**src/rtl/decode_stage_pipe_if.sv**
```systemverilog
// Fetch/write-back to decode handshake and the registered ID/EX outputs.
// master = fetch/pipeline driver, slave = decode stage.
interface decode_stage_pipe_if #(
    parameter int unsigned XLEN = 32
);
    logic            in_valid;
    logic            in_ready;
    logic [31:0]     instruction;
    logic [XLEN-1:0] pc;
    logic            flush;

    logic            wb_we;
    logic [4:0]      wb_rd;
    logic [XLEN-1:0] wb_data;

    logic            out_valid;
    logic [XLEN-1:0] out_data1;
    logic [XLEN-1:0] out_data2;
    logic [XLEN-1:0] out_imm;
    logic [XLEN-1:0] out_pc;
    logic [XLEN-1:0] out_pc_branch;
    logic [4:0]      out_rs1;
    logic [4:0]      out_rs2;
    logic [4:0]      out_rd;
    logic            out_mem_read;
    logic            out_reg_write;

    modport master (
        output in_valid, instruction, pc, flush, wb_we, wb_rd, wb_data,
        input  in_ready, out_valid, out_data1, out_data2, out_imm, out_pc,
               out_pc_branch, out_rs1, out_rs2, out_rd, out_mem_read, out_reg_write
    );

    modport slave (
        input  in_valid, instruction, pc, flush, wb_we, wb_rd, wb_data,
        output in_ready, out_valid, out_data1, out_data2, out_imm, out_pc,
               out_pc_branch, out_rs1, out_rs2, out_rd, out_mem_read, out_reg_write
    );
endinterface

```
**src/rtl/decode_stage_pipe.sv**
```systemverilog
// RV32I decode stage: register file, immediate decode, load-use stall, ID/EX register.
// Optional macro DECODE_WB_BYPASS_EN forwards same-cycle write-back data to the operand reads.
module decode_stage_pipe #(
    parameter int unsigned XLEN       = 32,
    parameter int unsigned NREG       = 32,
    parameter int unsigned LOAD_STALL = 1
) (
    input  logic               clk,
    input  logic               rst,
    decode_stage_pipe_if.slave bus
);

    localparam int unsigned RW = (NREG > 1) ? $clog2(NREG) : 1;
    localparam logic [5:0]  NREG_W = 6'(NREG);
    // The hazard cycle itself is the first bubble, so the counter holds the remainder.
    localparam logic [1:0]  STALL_RELOAD = 2'(LOAD_STALL - 1);

    localparam logic [6:0] OP_LUI    = 7'b0110111;
    localparam logic [6:0] OP_AUIPC  = 7'b0010111;
    localparam logic [6:0] OP_JAL    = 7'b1101111;
    localparam logic [6:0] OP_JALR   = 7'b1100111;
    localparam logic [6:0] OP_BRANCH = 7'b1100011;
    localparam logic [6:0] OP_LOAD   = 7'b0000011;
    localparam logic [6:0] OP_STORE  = 7'b0100011;
    localparam logic [6:0] OP_IMM    = 7'b0010011;
    localparam logic [6:0] OP_REG    = 7'b0110011;

    logic [31:0]     instr;
    logic [6:0]      opcode;
    logic [4:0]      rd_f;
    logic [4:0]      rs1_f;
    logic [4:0]      rs2_f;
    logic            uses_rs1;
    logic            uses_rs2;
    logic            writes_rd;
    logic            is_load;
    logic            reg_write;
    logic [31:0]     imm32;
    logic [XLEN-1:0] imm_x;
    logic [XLEN-1:0] rdata1;
    logic [XLEN-1:0] rdata2;
    logic            wr_en;
    logic            hazard;
    logic            stall;
    logic            load_instr;

    logic [XLEN-1:0] regs_q [NREG];

    logic [1:0]      stall_q;
    logic [1:0]      stall_d;
    logic            out_valid_q;
    logic            out_valid_d;
    logic [XLEN-1:0] out_data1_q;
    logic [XLEN-1:0] out_data1_d;
    logic [XLEN-1:0] out_data2_q;
    logic [XLEN-1:0] out_data2_d;
    logic [XLEN-1:0] out_imm_q;
    logic [XLEN-1:0] out_imm_d;
    logic [XLEN-1:0] out_pc_q;
    logic [XLEN-1:0] out_pc_d;
    logic [XLEN-1:0] out_pc_branch_q;
    logic [XLEN-1:0] out_pc_branch_d;
    logic [4:0]      out_rs1_q;
    logic [4:0]      out_rs1_d;
    logic [4:0]      out_rs2_q;
    logic [4:0]      out_rs2_d;
    logic [4:0]      out_rd_q;
    logic [4:0]      out_rd_d;
    logic            out_mem_read_q;
    logic            out_mem_read_d;
    logic            out_reg_write_q;
    logic            out_reg_write_d;

    assign instr  = bus.instruction;
    assign opcode = instr[6:0];
    assign rd_f   = instr[11:7];
    assign rs1_f  = instr[19:15];
    assign rs2_f  = instr[24:20];

    always_comb begin
        uses_rs1  = 1'b0;
        uses_rs2  = 1'b0;
        writes_rd = 1'b0;
        is_load   = 1'b0;
        imm32     = '0;
        case (opcode)
            OP_LUI, OP_AUIPC: begin
                writes_rd = 1'b1;
                imm32     = {instr[31:12], 12'b0};
            end
            OP_JAL: begin
                writes_rd = 1'b1;
                imm32     = {{11{instr[31]}}, instr[31], instr[19:12], instr[20],
                             instr[30:21], 1'b0};
            end
            OP_JALR, OP_IMM: begin
                uses_rs1  = 1'b1;
                writes_rd = 1'b1;
                imm32     = {{20{instr[31]}}, instr[31:20]};
            end
            OP_LOAD: begin
                uses_rs1  = 1'b1;
                writes_rd = 1'b1;
                is_load   = 1'b1;
                imm32     = {{20{instr[31]}}, instr[31:20]};
            end
            OP_BRANCH: begin
                uses_rs1 = 1'b1;
                uses_rs2 = 1'b1;
                imm32    = {{19{instr[31]}}, instr[31], instr[7], instr[30:25],
                            instr[11:8], 1'b0};
            end
            OP_STORE: begin
                uses_rs1 = 1'b1;
                uses_rs2 = 1'b1;
                imm32    = {{20{instr[31]}}, instr[31:25], instr[11:7]};
            end
            OP_REG: begin
                uses_rs1  = 1'b1;
                uses_rs2  = 1'b1;
                writes_rd = 1'b1;
            end
            default: ;
        endcase
    end

    assign reg_write = writes_rd && (rd_f != '0);

    if (XLEN > 32) begin : g_imm_sext
        assign imm_x = {{(XLEN-32){imm32[31]}}, imm32};
    end else begin : g_imm_trunc
        assign imm_x = imm32[XLEN-1:0];
    end

    // Register file: x0 and indices beyond NREG are hard-wired to zero.
    assign wr_en = bus.wb_we && (bus.wb_rd != '0) && ({1'b0, bus.wb_rd} < NREG_W);

    always_comb begin
        rdata1 = '0;
        rdata2 = '0;
        if ((rs1_f != '0) && ({1'b0, rs1_f} < NREG_W)) begin
            rdata1 = regs_q[rs1_f[RW-1:0]];
        end
        if ((rs2_f != '0) && ({1'b0, rs2_f} < NREG_W)) begin
            rdata2 = regs_q[rs2_f[RW-1:0]];
        end
`ifdef DECODE_WB_BYPASS_EN
        if (wr_en && (bus.wb_rd == rs1_f)) begin
            rdata1 = bus.wb_data;
        end
        if (wr_en && (bus.wb_rd == rs2_f)) begin
            rdata2 = bus.wb_data;
        end
`else
`endif
    end

    always_ff @(posedge clk) begin
        if (rst) begin
            for (int unsigned i = 0; i < NREG; i++) begin
                regs_q[i] <= '0;
            end
        end else if (wr_en) begin
            regs_q[bus.wb_rd[RW-1:0]] <= bus.wb_data;
        end
    end

    // A bubble in ID/EX clears the hazard, so later stall cycles come from the counter alone.
    assign hazard = out_valid_q && out_mem_read_q && (out_rd_q != '0) && bus.in_valid &&
                    ((uses_rs1 && (out_rd_q == rs1_f)) || (uses_rs2 && (out_rd_q == rs2_f)));
    assign stall        = (stall_q != '0) || hazard;
    assign bus.in_ready = bus.flush || !stall;
    assign load_instr   = bus.in_valid && !bus.flush && !stall;

    always_comb begin
        stall_d = '0;
        if (bus.flush) begin
            stall_d = '0;
        end else if (hazard) begin
            stall_d = STALL_RELOAD;
        end else if (stall_q != '0) begin
            stall_d = stall_q - 2'd1;
        end
    end

    always_comb begin
        out_valid_d     = 1'b0;
        out_data1_d     = '0;
        out_data2_d     = '0;
        out_imm_d       = '0;
        out_pc_d        = '0;
        out_pc_branch_d = '0;
        out_rs1_d       = '0;
        out_rs2_d       = '0;
        out_rd_d        = '0;
        out_mem_read_d  = 1'b0;
        out_reg_write_d = 1'b0;
        if (load_instr) begin
            out_valid_d     = 1'b1;
            out_data1_d     = rdata1;
            out_data2_d     = rdata2;
            out_imm_d       = imm_x;
            out_pc_d        = bus.pc;
            out_pc_branch_d = bus.pc + imm_x;
            out_rs1_d       = rs1_f;
            out_rs2_d       = rs2_f;
            out_rd_d        = rd_f;
            out_mem_read_d  = is_load;
            out_reg_write_d = reg_write;
        end
    end

    always_ff @(posedge clk) begin
        if (rst) begin
            stall_q         <= '0;
            out_valid_q     <= 1'b0;
            out_data1_q     <= '0;
            out_data2_q     <= '0;
            out_imm_q       <= '0;
            out_pc_q        <= '0;
            out_pc_branch_q <= '0;
            out_rs1_q       <= '0;
            out_rs2_q       <= '0;
            out_rd_q        <= '0;
            out_mem_read_q  <= 1'b0;
            out_reg_write_q <= 1'b0;
        end else begin
            stall_q         <= stall_d;
            out_valid_q     <= out_valid_d;
            out_data1_q     <= out_data1_d;
            out_data2_q     <= out_data2_d;
            out_imm_q       <= out_imm_d;
            out_pc_q        <= out_pc_d;
            out_pc_branch_q <= out_pc_branch_d;
            out_rs1_q       <= out_rs1_d;
            out_rs2_q       <= out_rs2_d;
            out_rd_q        <= out_rd_d;
            out_mem_read_q  <= out_mem_read_d;
            out_reg_write_q <= out_reg_write_d;
        end
    end

    assign bus.out_valid     = out_valid_q;
    assign bus.out_data1     = out_data1_q;
    assign bus.out_data2     = out_data2_q;
    assign bus.out_imm       = out_imm_q;
    assign bus.out_pc        = out_pc_q;
    assign bus.out_pc_branch = out_pc_branch_q;
    assign bus.out_rs1       = out_rs1_q;
    assign bus.out_rs2       = out_rs2_q;
    assign bus.out_rd        = out_rd_q;
    assign bus.out_mem_read  = out_mem_read_q;
    assign bus.out_reg_write = out_reg_write_q;

endmodule
```
**src/flat_wrapper.sv**
```systemverilog
// flat-port wrapper written by rule: the top's interface ports become plain ports
module decode_stage_pipe_flat 
#(
    parameter int unsigned XLEN       = 32,
    parameter int unsigned NREG       = 32,
    parameter int unsigned LOAD_STALL = 1
)
  (clk, rst, bus_in_valid, bus_instruction, bus_pc, bus_flush, bus_wb_we, bus_wb_rd, bus_wb_data, bus_in_ready, bus_out_valid, bus_out_data1, bus_out_data2, bus_out_imm, bus_out_pc, bus_out_pc_branch, bus_out_rs1, bus_out_rs2, bus_out_rd, bus_out_mem_read, bus_out_reg_write);
  decode_stage_pipe_if #(.XLEN(XLEN)) bus_i ();
  input  logic clk;
  input  logic rst;
  input wire logic [$bits(bus_i.in_valid)-1:0] bus_in_valid;
  input wire logic [$bits(bus_i.instruction)-1:0] bus_instruction;
  input wire logic [$bits(bus_i.pc)-1:0] bus_pc;
  input wire logic [$bits(bus_i.flush)-1:0] bus_flush;
  input wire logic [$bits(bus_i.wb_we)-1:0] bus_wb_we;
  input wire logic [$bits(bus_i.wb_rd)-1:0] bus_wb_rd;
  input wire logic [$bits(bus_i.wb_data)-1:0] bus_wb_data;
  output wire logic [$bits(bus_i.in_ready)-1:0] bus_in_ready;
  output wire logic [$bits(bus_i.out_valid)-1:0] bus_out_valid;
  output wire logic [$bits(bus_i.out_data1)-1:0] bus_out_data1;
  output wire logic [$bits(bus_i.out_data2)-1:0] bus_out_data2;
  output wire logic [$bits(bus_i.out_imm)-1:0] bus_out_imm;
  output wire logic [$bits(bus_i.out_pc)-1:0] bus_out_pc;
  output wire logic [$bits(bus_i.out_pc_branch)-1:0] bus_out_pc_branch;
  output wire logic [$bits(bus_i.out_rs1)-1:0] bus_out_rs1;
  output wire logic [$bits(bus_i.out_rs2)-1:0] bus_out_rs2;
  output wire logic [$bits(bus_i.out_rd)-1:0] bus_out_rd;
  output wire logic [$bits(bus_i.out_mem_read)-1:0] bus_out_mem_read;
  output wire logic [$bits(bus_i.out_reg_write)-1:0] bus_out_reg_write;
  assign bus_i.in_valid = bus_in_valid;
  assign bus_i.instruction = bus_instruction;
  assign bus_i.pc = bus_pc;
  assign bus_i.flush = bus_flush;
  assign bus_i.wb_we = bus_wb_we;
  assign bus_i.wb_rd = bus_wb_rd;
  assign bus_i.wb_data = bus_wb_data;
  assign bus_in_ready = bus_i.in_ready;
  assign bus_out_valid = bus_i.out_valid;
  assign bus_out_data1 = bus_i.out_data1;
  assign bus_out_data2 = bus_i.out_data2;
  assign bus_out_imm = bus_i.out_imm;
  assign bus_out_pc = bus_i.out_pc;
  assign bus_out_pc_branch = bus_i.out_pc_branch;
  assign bus_out_rs1 = bus_i.out_rs1;
  assign bus_out_rs2 = bus_i.out_rs2;
  assign bus_out_rd = bus_i.out_rd;
  assign bus_out_mem_read = bus_i.out_mem_read;
  assign bus_out_reg_write = bus_i.out_reg_write;
  decode_stage_pipe #(.XLEN(XLEN), .NREG(NREG), .LOAD_STALL(LOAD_STALL)) u_core (.clk(clk), .rst(rst), .bus(bus_i));
endmodule
```
**config.mk**
```make
export PLATFORM = sky130hd
export DESIGN_NAME = decode_stage_pipe_flat
export DESIGN_NICKNAME = d
export VERILOG_FILES = /design/src/rtl/decode_stage_pipe_if.sv /design/src/rtl/decode_stage_pipe.sv /design/src/flat_wrapper.sv
export SDC_FILE = /design/constraint.sdc
export NUM_CORES = 2
export LEC_CHECK = 0
export ABC_CLOCK_PERIOD_IN_PS = 5150
export BUFFER_PORTS_ARGS = -buffer_cell sky130_fd_sc_hd__buf_2
export CAP_MARGIN = 10
export CELL_PAD_IN_SITES_DETAIL_PLACEMENT = 0
export CELL_PAD_IN_SITES_GLOBAL_PLACEMENT = 2
export CORE_UTILIZATION = 46
export DETAILED_ROUTE_END_ITERATION = 8
export GPL_TIMING_DRIVEN = 0
export PLACE_DENSITY_LB_ADDON = 0.3
export SYNTH_ARGS = -nofsm -noshare
export SYNTH_HDL_FRONTEND = slang
export SYNTH_SLANG_ARGS = --single-unit
```
**constraint.sdc**
```tcl
create_clock -name clk -period 5.15 [get_ports clk]
set_input_delay 1.545 -clock clk [delete_from_list [all_inputs] [get_ports clk]]
set_output_delay 1.545 -clock clk [all_outputs]
set_load 0.1 [all_outputs]
```
-- Yosys cells after proc, flatten, opt, wreduce, memory -nomap -nowiden
Memories as Yosys holds them, arrays and structs flattened. A register that Yosys moved wholly into a read port is not among the register bits.
Index checks and enable logic that the tools add are counted.
- reduce and logical (&&, ||, !) cells: 31
- $add $sub $neg: 2
- mux-type cells: 14
- bitwise operators: 4
- equality and inequality tests: 11
- operators by type and width (operator ; count):
    case mux 32 bit (5 select lines) ; 1
    adder 32 bit ; 1
    two-way mux 32 bit ; 1
    OR reduction 32 bit ; 1
    nonzero test 5 bit ; 5
    == test 7 x 6 -> 1 bit (second input constant) ; 3
    == test 7 bit (second input constant) ; 3
    == test 7 x 5 -> 1 bit (second input constant) ; 2
    OR reduction 3 bit ; 4
    two-way mux 1 bit ; 11
    == test 5 bit ; 2
    logical AND 1 bit ; 10
    == test 7 x 2 -> 1 bit (second input constant) ; 1
    OR reduction 7 bit ; 1
    OR reduction 6 bit ; 1
    two-way mux 5 bit ; 1
    NOT 1 bit ; 4
    OR reduction 2 bit ; 2
    OR reduction 4 bit ; 1
    logical OR 1 bit ; 3
    logical NOT 1 bit ; 2
    nonzero test 2 bit ; 1
    subtractor 2 x 1 -> 2 bit (second input constant) ; 1
- memories kept: 1
- RAM bits: 1024
- flip-flop bits (word level): 116
- input port bits: 106
- memories (name ; depth ; width ; rd ports ; clocked after memory_dff ; write ports ; RTL line ; text):
    u_core.regs_q ; 32 ; 32 ; 2 ; 2 ; 32 ; decode_stage_pipe.sv:47 ; logic [XLEN-1:0] regs_q [NREG];

-- Logic depth before layout (Yosys ltp)
- word-level depth: 11
- mapped depth: 16

-- Least setup slack after synthesis
No wires, ideal clock.
- kind: input to output
- start point: input port bus_instruction[21]
- end point: output port bus_in_ready
- stages on the path: 6
- data arrival time: 3.580 ns
- required time: 3.605 ns
- path slack: 0.025 ns
- path through: clkbuf_1 > xor2_1 > nor3_1 > nand4_1 > a21oi_1 > o21bai_1
- word-level cells in the longest chain between the ends: 7
- RTL lines (what ; RTL line ; text):
    start, declared ; flat_wrapper.sv:13 ; input wire logic [$bits(bus_i.instruction)-1:0] bus_instruction;
    == test 5 bit ; decode_stage_pipe.sv:170 ; ((uses_rs1 && (out_rd_q == rs1_f)) || (uses_rs2 && (out_rd_q == rs2_f)));
    logical AND 1 bit ; decode_stage_pipe.sv:170 ;
    logical OR 1 bit ; decode_stage_pipe.sv:170 ;
    logical AND 1 bit ; decode_stage_pipe.sv:169 ; assign hazard = out_valid_q && out_mem_read_q && (out_rd_q != '0) && bus.in_valid &&
    logical OR 1 bit ; decode_stage_pipe.sv:171 ; assign stall = (stall_q != '0) || hazard;
    logical NOT 1 bit ; decode_stage_pipe.sv:172 ; assign bus.in_ready = bus.flush || !stall;
    logical OR 1 bit ; decode_stage_pipe.sv:172 ;
    end, declared ; flat_wrapper.sv:19 ; output wire logic [$bits(bus_i.in_ready)-1:0] bus_in_ready;
Every way passes these cells.

-- Final worst setup path
- start point: input port bus_instruction[22]
- end point: output port bus_in_ready
The elaborated chain is that of the path after synthesis.

==> out/metrics.cfg <==
[clocking]
htree_levels=4
cts.path.max_buffers=3
cts_root_buf=clkbuf_16
hold_buffers=0
clock_latency_ns=0.80
cts_tree=done
clkTransAtPathRegs_ns=0.06
cts_num_sinks=1204
cts_buffers=135

[global_routing]
grt_max_degree=33
use_met2_pct=50.0
grt_pass1_vias=38100
grt_util_met1_pct=42.6
track_usage_pct=32.1
antenna_found_initial=6
top_usage_layer=met2
grt.met3_usage_pct=7.15
grt-ovfl-total=0
grt_pass1_wl_mm=291

[power_and_ir_drop]
ir_drop_uv=302
p_int_w=0.0178
p_leak_nw=24.7
seqPwrFrac_pct=47.0
p_comb_share_pct=12.5
pwr-share-clk_pct=40.5
netSwitchingPower_w=0.00622
power_density_nw_per_um2=348
switching_share_pct=25.9

[sta]
max_freq_ghz=0.200
whs_ns=0.414
hold_violations=0
slew_viol_final=0
setup_viol_count_final=0
period_share_pct=97.0
tightest_slew_ns=1.37
tns_ns=0
fin_crit_ns=5.00
clock_skew_ns=0.0293
slew_headroom_pct=8.79
rsz0062_at_grt=no

[floorplanning]
io_pins=285
fp.coreArea_um2=131000
fp.dieW_um=366
start_util_pct=46.3
die_h_um=366
rows=133
die_area_um2=134000

[flow_run]
maxCapViolCount=0

[placement]
gp_congestion=0.896
place_area_um2=64600
port_buffers=273
dpl.hpwl_mm=150

[run_status]
outcome=finished, violations left
violations=design-rule violations

[synth]
async_flop_share_pct=0
synth_edf_count=1024
yosys.area.top_type=edfxtp_1
avgSynthCellArea_um2=15.6
yosysMostFrequentCell=and2_1
yosysSeqAreaShare_pct=56.5
synth.distinct_cells=64
yosys.area.top_type_share_pct=50.5
yosys_warnings=0
synth_area_um2=60800
ys.flop_type=edfxtp_1
syn-instance-count=3900
synthTopCellsByCount=and2_1 (1059), edfxtp_1 (1024), mux4_2 (640)
synthTopCellsByArea=edfxtp_1 (51%), mux4_2 (24%), and2_1 (11%)
ys_seq_elements=1204

[setup_path]
cpPeakStageDelay_ns=0.64
crit_family=buffers and inverters
crit_fanout=6
worstPathRequired_ns=3.61
worst-path-buf-inv=2
crit_path_start_kind=input port
arrival_ns=3.45
path_cells=clkbuf_1 > xor2_1 > nor3_1 > nand4_1 > a21oi_1 > o21bai_1 > buf_2
critPathCaptureType=output pin
critical_path_class=in2out
cp_slowest_cell=clkbuf_1

[final_layout]
fin_area_um2=69100
fillCellCount=10900
multi_input_area_um2=25000
finalNetCount=4488
drive_gt1_share_pct=27.9
seq_area_um2=34400
area_delta_synth_final_pct=13.7

[route]
vias=38200
ant_nets=0
drt-pass1-iter-count=7
drc=4
wl_mm=212
drt_iter0_drc=4751
via_per_inst=6.14
wl_per_cell_um=34.1

[worst_hold_path]
hold_class=reg2reg

-- cell type report --
type                            count  share of cell area, %
Sequential cell                  1204                   49.7
Antenna cell                        3                 0.0109
Clock inverter                     67                  0.798
Buffer                            381                   2.26
Tap cell                         1755                   3.18
Inverter                           12                 0.0724
Clock buffer                      177                   5.53
Multi-Input combinational cell   2328                   36.2
Timing Repair Buffer              287                   2.30
-- flip-flops by register name, indices dropped and copies added (netlist names), 2 cells and up --
signal                    flops
u_core.bus.out_rd             5
u_core.bus.out_imm           32
u_core.regs_q              1024
u_core.bus.out_data1         32
u_core.bus.out_pc_branch     32
u_core.bus.out_rs1            5
u_core.bus.out_rs2            5
u_core.bus.out_data2         32
u_core.bus.out_pc            32
u_core.stall_q                2
-- repair_timing --
action	CTS	global route
gates resized for setup	12	7
buffers inserted	0	0
endpoints found under the setup margin	27	9
-- stage by stage --
step,utilization [%],setup slack [ns],total power (W),cells
after global placement,49.1,-1.93,0.0144,5959
after floorplan,-,0.0250,0.0133,3931
after CTS,52.6,0.0205,0.0240,6206
after detailed placement,49.2,-1.99,0.0145,5965
after global routing,52.7,0.0325,0.0245,6211
final,52.7,0.152,0.0240,6214
-- metal layers --
| layer | wire (um) | share of wire (%) |
|---|---|---|
| met4 | 11600 | 5.5 |
| met2 | 97800 | 46 |
| met5 | 23 | 0.011 |
| met1 | 82900 | 39 |
| met3 | 19700 | 9.3 |
-- final timing paths --
path                              startpoint                             endpoint  slack (ns)  cells past startpoint
max                      bus_instruction[22]                         bus_in_ready        0.15                      7
min             u_core.stall_q[0]$_SDFF_PP0_         u_core.stall_q[0]$_SDFF_PP0_        0.41                      1
max reg2reg  u_core.bus.out_rd[0]$_SDFF_PP0_  u_core.bus.out_data2[14]$_SDFF_PP0_        1.88                      9
min reg2reg     u_core.stall_q[0]$_SDFF_PP0_         u_core.stall_q[0]$_SDFF_PP0_        0.41                      1
-- power by group through the flow --
stage	clock network [W]	logic, W	registers (W)
after detailed placement	0	0.00298	0.0115
after global routing	0.0101	0.00308	0.0113
after CTS	0.00975	0.00298	0.0113
final	0.00974	0.00301	0.0113
after floorplan	0	0.00162	0.0117
after global placement	0	0.00295	0.0115
-- cell families after synthesis --
group / Yosys count / synth area share (%)
AND/OR/NAND/NOR: 1374 / 13.3
other: 1 / 0.00616
flip-flops: 1204 / 56.5
multiplexers: 708 / 24.8
buffers and inverters: 399 / 2.64
XOR/XNOR: 28 / 0.415
AO/OA/AOI/OAI: 153 / 1.62
adder cells (fa/ha/maj): 33 / 0.691
-- cells in the final DEF (no fill, tap or decap), types with 6 or more instances in the layout --
cell type | Yosys | final
and2_1 | 1059 | 1059
edfxtp_1 | 1024 | 1024
mux4_2 | 640 | 640
buf_2 | 52 | 325
clkbuf_1 | 297 | 308
dfxtp_1 | 180 | 180
clkbuf_16 | 0 | 146
nor2_1 | 143 | 143
mux2i_1 | 67 | 67
nand2_1 | 57 | 57
a21oi_1 | 52 | 51
or2_2 | 34 | 34
ha_1 | 32 | 32
conb_1 | 1 | 32
a21o_1 | 26 | 26
buf_1 | 27 | 25
clkinv_2 | 0 | 25
o21ai_0 | 21 | 21
xor2_1 | 21 | 21
clkinv_1 | 0 | 20
clkbuf_2 | 6 | 13
nand3_1 | 12 | 12
inv_1 | 11 | 11
and3_1 | 11 | 11
nand4_1 | 11 | 11
buf_8 | 0 | 10
nor2b_1 | 8 | 8
nor3_1 | 8 | 8
inv_6 | 0 | 8
nand2b_1 | 7 | 7
a211oi_1 | 7 | 7
o21a_1 | 7 | 7
bufinv_16 | 0 | 7
xnor2_1 | 6 | 6
(Power assumes the default switching activity.)
